===== config.mk =====
export PLATFORM = sky130hd
export DESIGN_NAME = fetch_stage_ifid
export DESIGN_NICKNAME = d
export VERILOG_FILES = /design/src/rtl/fetch_stage_ifid.sv
export SDC_FILE = /design/constraint.sdc
export NUM_CORES = 1
export LEC_CHECK = 0
export ABC_AREA = 1
export CAP_MARGIN = 5
export CORE_MARGIN = 2
export CORE_UTILIZATION = 25
export DETAILED_ROUTE_END_ITERATION = 8
export SLEW_MARGIN = 25
export SYNTH_ARGS = -nofsm -noshare
export SYNTH_HDL_FRONTEND = slang
export SYNTH_SLANG_ARGS = --single-unit

===== constraint.sdc =====
create_clock -name clk -period 3.8 [get_ports clk]
set_input_delay 0.76 -clock clk [delete_from_list [all_inputs] [get_ports clk]]
set_output_delay 0.76 -clock clk [all_outputs]
set_load 0.05 [all_outputs]

===== src/rtl/fetch_stage_ifid.sv =====
// Instruction fetch stage with an IF/ID pipeline register, downstream stall and redirect.
// Define FETCH_PERF_CNT_EN to add the fetch_count accepted-instruction counter port.
module fetch_stage_ifid (
   input  logic        clk,
   input  logic        rst,
   output logic [31:0] imem_addr,
   input  logic [31:0] imem_rdata,
   input  logic        redirect_valid,
   input  logic [31:0] redirect_pc,
   input  logic        id_stall,
   output logic [31:0] PCOUT,
   output logic [31:0] INST_IF_ID,
   output logic [31:0] pc_IF_ID,
   output logic        valid_IF_ID
`ifdef FETCH_PERF_CNT_EN
   ,
   output logic [31:0] fetch_count
`endif
);

   localparam logic [1:0] IDLE  = 2'd0;
   localparam logic [1:0] RUN   = 2'd1;
   localparam logic [1:0] STALL = 2'd2;
   localparam logic [1:0] REDIR = 2'd3;

   logic [1:0]  state_q, state_d;
   logic [31:0] pc_q, pc_d;
   logic [31:0] inst_q, inst_d;
   logic [31:0] pc_ifid_q, pc_ifid_d;
   logic        valid_q, valid_d;
   logic        load;
   logic [31:0] redir_target;

   // Masking keeps the fetch PC word aligned whatever the redirect source sends.
   assign redir_target = redirect_pc & ~32'h3;
   assign load = !redirect_valid && (state_q != IDLE) && !id_stall;

   always_comb begin
      state_d   = state_q;
      pc_d      = pc_q;
      inst_d    = inst_q;
      pc_ifid_d = pc_ifid_q;
      valid_d   = valid_q;
      if (redirect_valid) begin
         pc_d    = redir_target;
         inst_d  = 32'h0;
         valid_d = 1'b0;
         state_d = REDIR;
      end else if (state_q == IDLE) begin
         valid_d = 1'b0;
         state_d = RUN;
      end else if (load) begin
         inst_d    = imem_rdata;
         pc_ifid_d = pc_q;
         valid_d   = 1'b1;
         pc_d      = pc_q + 32'd4;
         state_d   = RUN;
      end else begin
         state_d = (state_q == REDIR) ? REDIR : STALL;
      end
   end

   always_ff @(posedge clk or negedge rst) begin
      if (!rst) begin
         state_q   <= IDLE;
         pc_q      <= 32'h0;
         inst_q    <= 32'h0;
         pc_ifid_q <= 32'h0;
         valid_q   <= 1'b0;
      end else begin
         state_q   <= state_d;
         pc_q      <= pc_d;
         inst_q    <= inst_d;
         pc_ifid_q <= pc_ifid_d;
         valid_q   <= valid_d;
      end
   end

   assign imem_addr   = pc_q;
   assign PCOUT       = pc_q;
   assign INST_IF_ID  = inst_q;
   assign pc_IF_ID    = pc_ifid_q;
   assign valid_IF_ID = valid_q;

`ifdef FETCH_PERF_CNT_EN
   logic [31:0] cnt_q, cnt_d;

   // Counts exactly the edges that load a real instruction into IF/ID.
   always_comb begin
      cnt_d = cnt_q;
      if (load) cnt_d = cnt_q + 32'd1;
   end

   always_ff @(posedge clk or negedge rst) begin
      if (!rst) cnt_q <= 32'h0;
      else      cnt_q <= cnt_d;
   end

   assign fetch_count = cnt_q;
`endif

endmodule

==> flow_summary.yaml, run 1 <==
timing:
  setup_viol: 0
  period_share: 0.660
  worst_slew_pin_slew_ns: 0.867
  relSlewSlack: 0.420
  hold_viol: 0
  finalMaxSlewViolations: 0
  clock.fmax_mhz: 399
  finalWorstSetupSlack_ns: 1.29
  fin_crit_ns: 2.51
  finClkSkew_ns: 0.00793
  rsz0062_at_grt: "no"
  tns_ns: 0
logic_synthesis:
  synth_commonest_cells: "nand2_1 (169), dfrtp_1 (95), nor2_1 (65)"
  synth.ff_latch_count: 95
  synth_edf_count: 0
  yosysMostFrequentCell: "nand2_1"
  synth-main-ff-cell: "dfrtp_1"
  syn_inst: 596
  syn_area_per_cell_um2: 8.25
  synth_top_area_frac: 0.484
  synth_cell_type_count: 28
  synth_area_um2: 4910
  synth_area_leader_cell: "dfrtp_1"
  synth-async-reset-ratio: 1.00
  synth.area.top_cells: "dfrtp_1 (48%), nand2_1 (13%), buf_4 (5.8%), a22o_1 (5.7%), nor2_1 (5.0%)"
  ys_seq_area_frac: 0.484
  yosys_warnings: 0
clocking:
  worstSkewPairLatency_ns: 0.35
  cts_made_buffers: 9
  clkTransAtPathRegs_ns: 0.07
  cts_tree: "yes"
  postCtsSetupRepairBufs: 0
  h-tree-depth: 3
  cts_hold_buffers: 0
  cts.repair.resized: 0
  clock-sinks: 95
  clock_path_buffers: 2
  cts-root-buf: "clkbuf_16"
min_path:
  hold_path_class: "in -> async"
critical_path:
  r2r_setup_slack_ns: 1.96
  worstPathArrival_ns: 1.75
  cp_top_family: "buffers and inverters"
  path_buf_inv: 1
  slowest_delay_ns: 0.90
  slowest_stage: "clkdlybuf4s50_1"
  rr_endpoint: "PCOUT[31]"
  ff2ff_path_depth: 9
  crit_fanout: 6
  r2r_start: "state_q[1]"
  startpoint_type: "register"
  cp.depth: 1
  cp.required_ns: 3.04
  critPathKind: "reg -> out"
  cp_cell_sequence: "clkdlybuf4s50_1"
  cp-end-kind: "output port"
detailed_routing:
  drc: 0
  drt_iter0_drc: 299
  wl_per_cell_um: 15.3
  routed_wl_mm: 15.5
  ant_nets: 0
  firstDrtPassIters: 4
  vias: 4401
  vias_per_cell: 4.33
place:
  gp_congestion: 0.812
  place_inst: 1000
  post-place-ws_ns: 1.05
  port_buffers: 188
  dp_hpwl_mm: 11.1
die:
  core_um2: 19400
  initial_core_util: 0.253
  io_pins: 197
  rows: 51
  fp.dieH_um: 144
  die_w_um: 144
  dieArea_um2: 20800
run_status:
  status: "finished, final reports clean"
pwr:
  ir_worst_vdd_mv: 0.205
  p_per_area_nw_per_um2: 482
  p_leak_nw: 3.22
finish:
  diodes: 0
  n_fill_cell: 2037
  fin_cells: 1016
  syn2layout_area_growth_pct: 45.4
  drive_gt1_frac: 0.0732
  fin_util: 0.368
  nets: 815
grt:
  use_met3: 0.0341
  grt_util_all_layers: 0.150
  overflow: 0
  busiest_layer: "met2"
  met2_usage: 0.234
  grt_pass1_wl_mm: 23.6
  grt_max_degree: 73
  use_met1: 0.206
  antenna_found_initial: 0
  grt_pass1_vias: 4173
job:
  maxCapViolCount: 0
==> registers in the layout (all words and copies together), names as in the netlist <==
signal       cells
INST_IF_ID      32
PCOUT           30
pc_IF_ID        30
state_q          2
valid_IF_ID      1
==> routing by layer <==
layer / vias up / wire length, um
met5: - / 0
met4: 0 / 233
met3: 13 / 901
met2: 130 / 7300
met1: 2073 / 7070
li1: 2185 / -
==> worst max path at each step <==
stage,to,start
detailed placement,PCOUT[9],redirect_valid
CTS,imem_addr[12],PCOUT[12]
finish,imem_addr[12],PCOUT[12]
global placement,PCOUT[9],redirect_valid
global route,PCOUT[17],redirect_valid
floorplan,PCOUT[26],PCOUT[3]
==> final cells by class <==
| class | instances | area [um2] | share of cell area |
|---|---|---|---|
| clock buffer | 10 | 239 | 0.0334 |
| clock inverter | 6 | 83.8 | 0.0117 |
| inverter | 43 | 161 | 0.0226 |
| multi-input combinational | 402 | 1990 | 0.279 |
| sequential | 95 | 2380 | 0.333 |
| tap | 265 | 332 | 0.0464 |
| timing repair buffer | 195 | 1960 | 0.274 |
==> per-stage QoR <==
| step | power (mW) | hold WS, ns | instance area (um2) |
|---|---|---|---|
| floorplan | 2.05 | 0.464 | 4930 |
| global placement | 2.46 | 0.461 | 6820 |
| detailed placement | 2.47 | 0.464 | 6820 |
| CTS | 3.48 | 0.483 | 7140 |
| global route | 3.60 | 0.492 | 7150 |
| finish | 3.44 | 0.421 | 7150 |
==> power breakdown <==
group | total (mW) | internal (mW) | switching, mW
registers | 1.24 | 1.12 | 0.117
logic | 1.21 | 0.394 | 0.812
clock network | 1.00 | 0.593 | 0.408
total | 3.44 | 2.11 | 1.34
==> kinds of logic after synthesis <==
logic type      synth area share
simple gates               0.277
other cells             0.000763
fa+ha+maj                0.00255
compound gates             0.121
buf+inv                    0.115
flops                      0.484
==> cell usage in the layout (no fill, tap or decap), types with 3 or more instances in the layout <==
master,instances
clkdlybuf4s50_1,187
nand2_1,169
dfrtp_1,95
nor2_1,65
nand3_1,39
inv_1,38
a22o_1,32
o21ai_0,25
o21ai_1,14
a21oi_1,10
clkbuf_16,9
nand2_2,8
conb_1,6
inv_2,5
nor2_4,5
nor3_1,5
buf_4,5
nor2_8,4
nor2_2,4
nand2_4,3
nand4_1,3
o211ai_1,3
clkinv_2,3
Power figures use the tool's default switching activity.
==> run 2: changes to the inputs <==
clock period = 2.2 ns   (was 3.8 ns; I/O delays follow)
==> run 2 against run 1 <==
Compared with the run above:
- routed wire length grew 0.18%
- setup slack worse by 1.2 ns
- non-clock buffer count is 11 higher
- first-iteration DRC count decreased by 11%
- core utilization grew 0.48 points
- global-route usage rose by 0.49 points
- register-to-register slack worse by 1.5 ns
- design area grew 1.3%
- clock skew is 0.00073 ns lower
- sequential share of layout area shrank 0.43 points
==> flow_summary.yaml, run 2 (synthesis gave the netlist of run 1 again) <==
timing:
  clock.fmax_mhz: 467
  tns_ns: 0
  rsz0062_at_grt: "no"
  finalMaxSlewViolations: 0
  worst_slew_pin_slew_ns: 0.573
  finClkSkew_ns: 0.00720
  fin_crit_ns: 2.14
  period_share: 0.973
  hold_viol: 0
  setup_viol: 0
  relSlewSlack: 0.617
critical_path:
  r2r_start: "PCOUT[3]"
  slowest_stage: "clkdlybuf4s50_1"
  path_buf_inv: 1
  cp_top_family: "buffers and inverters"
  ff2ff_path_depth: 10
  crit_fanout: 7
  r2r_setup_slack_ns: 0.42
  cp-end-kind: "output port"
  startpoint: "PCOUT[28]"
  slowest_delay_ns: 0.86
  startpoint_type: "register"
  cp_cell_sequence: "clkdlybuf4s50_1"
  cp.required_ns: 1.76
  worstPathArrival_ns: 1.70
  rr_endpoint: "PCOUT[28]"
  critPathKind: "reg -> out"
finish:
  nets: 826
  syn2layout_area_growth_pct: 47.3
  mostFrequentLayoutCells: "clkdlybuf4s50_1 (172), nand2_1 (169), dfrtp_1 (95), nor2_1 (65), nand3_1 (39)"
  mostFrequentLayoutCell: "clkdlybuf4s50_1"
  diodes: 0
  n_fill_cell: 2060
  drive_gt1_frac: 0.0919
  largest_reg_flops: 32
die:
  dieArea_um2: 20800
  core_um2: 19400
  rows: 51
  io_pins: 197
  fp.dieH_um: 144
  initial_core_util: 0.253
  die_w_um: 144
detailed_routing:
  vias_per_cell: 4.34
  routed_wl_mm: 15.5
  ant_nets: 0
  drt_iter0_drc: 265
  wl_per_cell_um: 15.1
  vias: 4457
  drc: 0
  firstDrtPassIters: 4
pwr:
  total_power_mw: 5.77
  p_leak_nw: 3.35
  p_per_area_nw_per_um2: 797
  ir_worst_vdd_mv: 0.406
clocking:
  cts_made_buffers: 9
  cts-root-buf: "clkbuf_16"
  cts_tree: "yes"
  clkTransAtPathRegs_ns: 0.07
  h-tree-depth: 3
  clock-sinks: 95
  clock_path_buffers: 2
  worstSkewPairLatency_ns: 0.35
grt:
  grt_max_degree: 43
  grt_util_all_layers: 0.154
  grt_pass1_wl_mm: 24.5
  grt_pass1_vias: 4493
  antenna_found_initial: 0
  overflow: 0
job:
  maxCapViolCount: 0
run_status:
  status: "finished, final reports clean"
place:
  port_buffers: 188
  gp_congestion: 0.833
  dp_hpwl_mm: 11.5
min_path:
  hold_path_class: "in -> async"
## run 2: layer usage
layer / vias to the layer above / part of all wire / GRT usage
met5: - / 0 / 0
met4: 0 / 0.025 / 0.0644
met3: 23 / 0.077 / 0.0371
met2: 151 / 0.47 / 0.244
met1: 2075 / 0.43 / 0.203
li1: 2208 / - / -
## run 2: timing repair
item / 4_1_cts / 5_1_grt
endpoints found under the hold margin: 0 / 0
buffers inserted: 0 / 0
hold buffers: 0 / 0
endpoints found under the setup margin: 1 / 11
gates resized for setup: 1 / 10
## run 2: power by group
group	switching [mW]	total, mW	internal (mW)
Clock	0.702	1.53	0.825
Combinational	1.41	2.11	0.698
Sequential	0.195	2.13	1.93
Total	2.31	5.77	3.46
## run 2: area by class of cell
| type | instances | area [um2] | share of cell area |
|---|---|---|---|
| tap | 265 | 332 | 0.0458 |
| sequential | 95 | 2380 | 0.328 |
| inverter | 43 | 161 | 0.0223 |
| multi-input combinational | 402 | 1990 | 0.275 |
| timing repair buffer | 206 | 2090 | 0.289 |
| clock inverter | 5 | 32.5 | 0.00449 |
| clock buffer | 11 | 253 | 0.0349 |
## run 2: worst max path at each step
stage | end | slack [ns] | depth (start not counted)
finish | PCOUT[28] | 0.06 | 1
global route | PCOUT[29] | 0.002 | 1
CTS | PCOUT[7] | 0.004 | 1
detailed placement | INST_IF_ID[19] | 0.25 | 7
global placement | INST_IF_ID[27] | 0.28 | 7
floorplan | PCOUT[26] | 0.37 | 10
## run 2: per-stage QoR
step | setup WS [ns] | hold slack (ns) | util | area (um2) | std cells
after floorplan | 0.373 | 0.144 | - | 4930 | 601
after global placement | 0.275 | 0.399 | 0.357 | 6930 | 1011
after detailed placement | 0.254 | 0.402 | 0.357 | 6930 | 1011
after CTS | 0.00418 | 0.0209 | 0.372 | 7210 | 1027
after global routing | 0.00174 | 0.0423 | 0.373 | 7240 | 1027
final | 0.0588 | 0.00809 | 0.373 | 7240 | 1027
==> patch: new RTL, config.mk and constraints of run 2 <==
Add a define of `FETCH_PERF_CNT_EN`.
--- a/src/rtl/fetch_stage_ifid.sv
+++ b/src/rtl/fetch_stage_ifid.sv
@@ -1,5 +1,7 @@
 // Instruction fetch stage with an IF/ID pipeline register, downstream stall and redirect.
 // Define FETCH_PERF_CNT_EN to add the fetch_count accepted-instruction counter port.
+`define FETCH_PERF_CNT_EN
+
 module fetch_stage_ifid (
    input  logic        clk,
    input  logic        rst,
Formal check against the unedited RTL (old outputs only; new: fetch_count): equivalent (equiv_simple and equiv_induct, registers matched by name and starting in step).
==> patch against run 2 <==
Worst setup slack lost 0.019 ns. Area after synthesis grew 39%. Hold slack gained 0.47 ns. Power grew 48%. Count of clock-buffer cells in the layout grew 8. Fmax shrank 0.88%. Wire length grew 41%. Cell area grew 36%. Clock power grew 80%. Sequential cell count grew 32.
==> patch: results (changes against run 2) <==
stage,metric,value,unit,change
synthesis,post-synthesis mux area share,0,,unchanged
power_and_ir_drop,Clk. pwr,2.75,mW,+80%
detailed_routing,final WL,21870,µm,+41%
run_status,outcome,finished clean,,
worst_setup_path,CP arrival,1.72,ns,+0.02 ns
placed_design,DP HPWL,16280,µm,+41%
final_layout,layout cells sized above 1,0.09190,,about the same
synthesis,commonest cells in the netlist,"290 x nand2_1, 127 x dfrtp_1, 108 x nor2_1",,
cts,worst skew pair latency,0.43,ns,+0.08 ns
final_layout,Fillers,2811,,+36%
cts,CTS H-Tree Depth,4,,+1
placed_design,Placed Area,9220,µm²,+33%
sta,relative slew slack,0.5934,,-0.02347
synthesis,"Seq/Total Area, Yosys",0.4637,,-0.02003
power_and_ir_drop,Sw Ratio,0.4057,,+0.005045
grt,first-pass GRT wire length,34370,µm,+40%
synthesis,Synth Area in XOR/XNOR,0.02300,,+0.02300
synthesis,"Distinct cells, synth",36,,+29%
placed_design,RePlAce Congestion,0.8896,,+6.8%
placed_design,PortBufs,220,,+17%
grt,GRT Util Overall,0.1542,,-0.0002811
synthesis,"Primary FF master, synth",dfrtp_1,,
synthesis,Compound-Gate Fraction of Synth Area,0.09876,,-0.02217
worst_setup_path,Worst path slowest cell,clkdlybuf4s50_1,,
worst_setup_path,largest fanout on the critical path,5,,-2
power_and_ir_drop,Leak Pwr,4.686,nW,+40%
cts,number of buffers inserted during clock tree synthesis,17,,+8
power_and_ir_drop,combinational power,2.85,mW,+35%
detailed_routing,total number of vias,6453,,+45%
placed_design,Cell Count Post-Placement,1407,,+39%
synthesis,Async SR Flop Fraction,1.000,,unchanged
detailed_routing,DR vias/cell,4.481,,+3.3%
grt,largest net degree at the start of global routing,46,,+7.0%
synthesis,YS warnings,0,,unchanged
power_and_ir_drop,Peak supply drop,0.0003430,V,-16%
detailed_routing,DR iter-0 viols,358,,+35%
hold_path,Hold Crit Class,flip-flop to flip-flop,,
worst_setup_path,kind of cell adding the most delay to the critical path,buffers and inverters,,
final_layout,Ant. Diodes,0,,unchanged
sta,Final Skew,0.01900,ns,+0.01180 ns
worst_setup_path,CP peak stage delay,0.84,ns,-0.02 ns
final_layout,Multi-input gate area,3000,µm²,+51%
grt,vias in the first global route,6201,,+38%
synthesis,Gate Count Post-Synth,887,,+49%
cts,clk buf depth,2,,unchanged
detailed_routing,drt first pass iters,5,,+1
power_and_ir_drop,Sw Pwr,3.474,mW,+50%
synthesis,Synth area leaders,"dfrtp_1 46%, nand2_1 16%, nor2_1 5.9%",,
cts,Root Driver,clkbuf_16,,
grt,antenna violations before repair,0,,unchanged
final_layout,Final #Nets,1156,,+40%
cts,clk slew on worst S/H paths,0.07,ns,about the same
placed_design,Post-Place Worst Slack,0.1692,ns,-0.08488 ns
synthesis,Post-Synth Adder-Cell Area,0.003651,,+0.001105
==> patch: layout make-up <==
cell class | instances | share of cell area
Sequential cell | 127 | 0.3236
Multi-Input combinational cell | 630 | 0.3056
Timing Repair Buffer | 239 | 0.2435
Clock buffer | 19 | 0.04511
Tap cell | 341 | 0.04345
Inverter | 71 | 0.02714
Clock inverter | 13 | 0.01160
==> patch: path summary, 6_finish.rpt <==
check / startpoint / endpoint / slack (ns) / cells after the start
setup / recovery: PCOUT[10]$_DFFE_PN0P_ / imem_addr[10] / 0.04 / 1
hold / removal: pc_IF_ID[6]$_DFFE_PN0P_ / pc_IF_ID[6]$_DFFE_PN0P_ / 0.48 / 2
setup reg to reg: PCOUT[2]$_DFFE_PN0P_ / PCOUT[26]$_DFFE_PN0P_ / 0.46 / 10
hold reg to reg: pc_IF_ID[6]$_DFFE_PN0P_ / pc_IF_ID[6]$_DFFE_PN0P_ / 0.48 / 2
max in group asynchronous: rst / fetch_count[19]$_DFFE_PN0P_ / 1.06 / 3
min in group asynchronous: rst / INST_IF_ID[20]$_DFFE_PN0P_ / 0.52 / 2
==> patch: worst register-to-register path, delay by kind of cell, from the launching register on <==
family                   cells  cell delay (ns)
adder cells (fa/ha/maj)      1             0.21
flip-flops                   1             0.46
AND/OR/NAND/NOR              9             0.97
==> patch: layer usage <==
| metal | global-route usage | routed length [µm] | share of wire |
|---|---|---|---|
| met1 | 0.2049 | 9931 | 0.45 |
| met2 | 0.2460 | 10190 | 0.47 |
| met3 | 0.03825 | 1444 | 0.066 |
| met4 | 0.05054 | 306 | 0.014 |
| met5 | 0 | 0 | 0 |
==> patch: what timing repair did <==
item | CTS | global route
gates resized for setup | 22 | 24
hold buffers | 1 | 0
hold endpoints to repair | 36 | 0
setup buffers | 0 | 0
endpoints found under the setup margin | 22 | 24
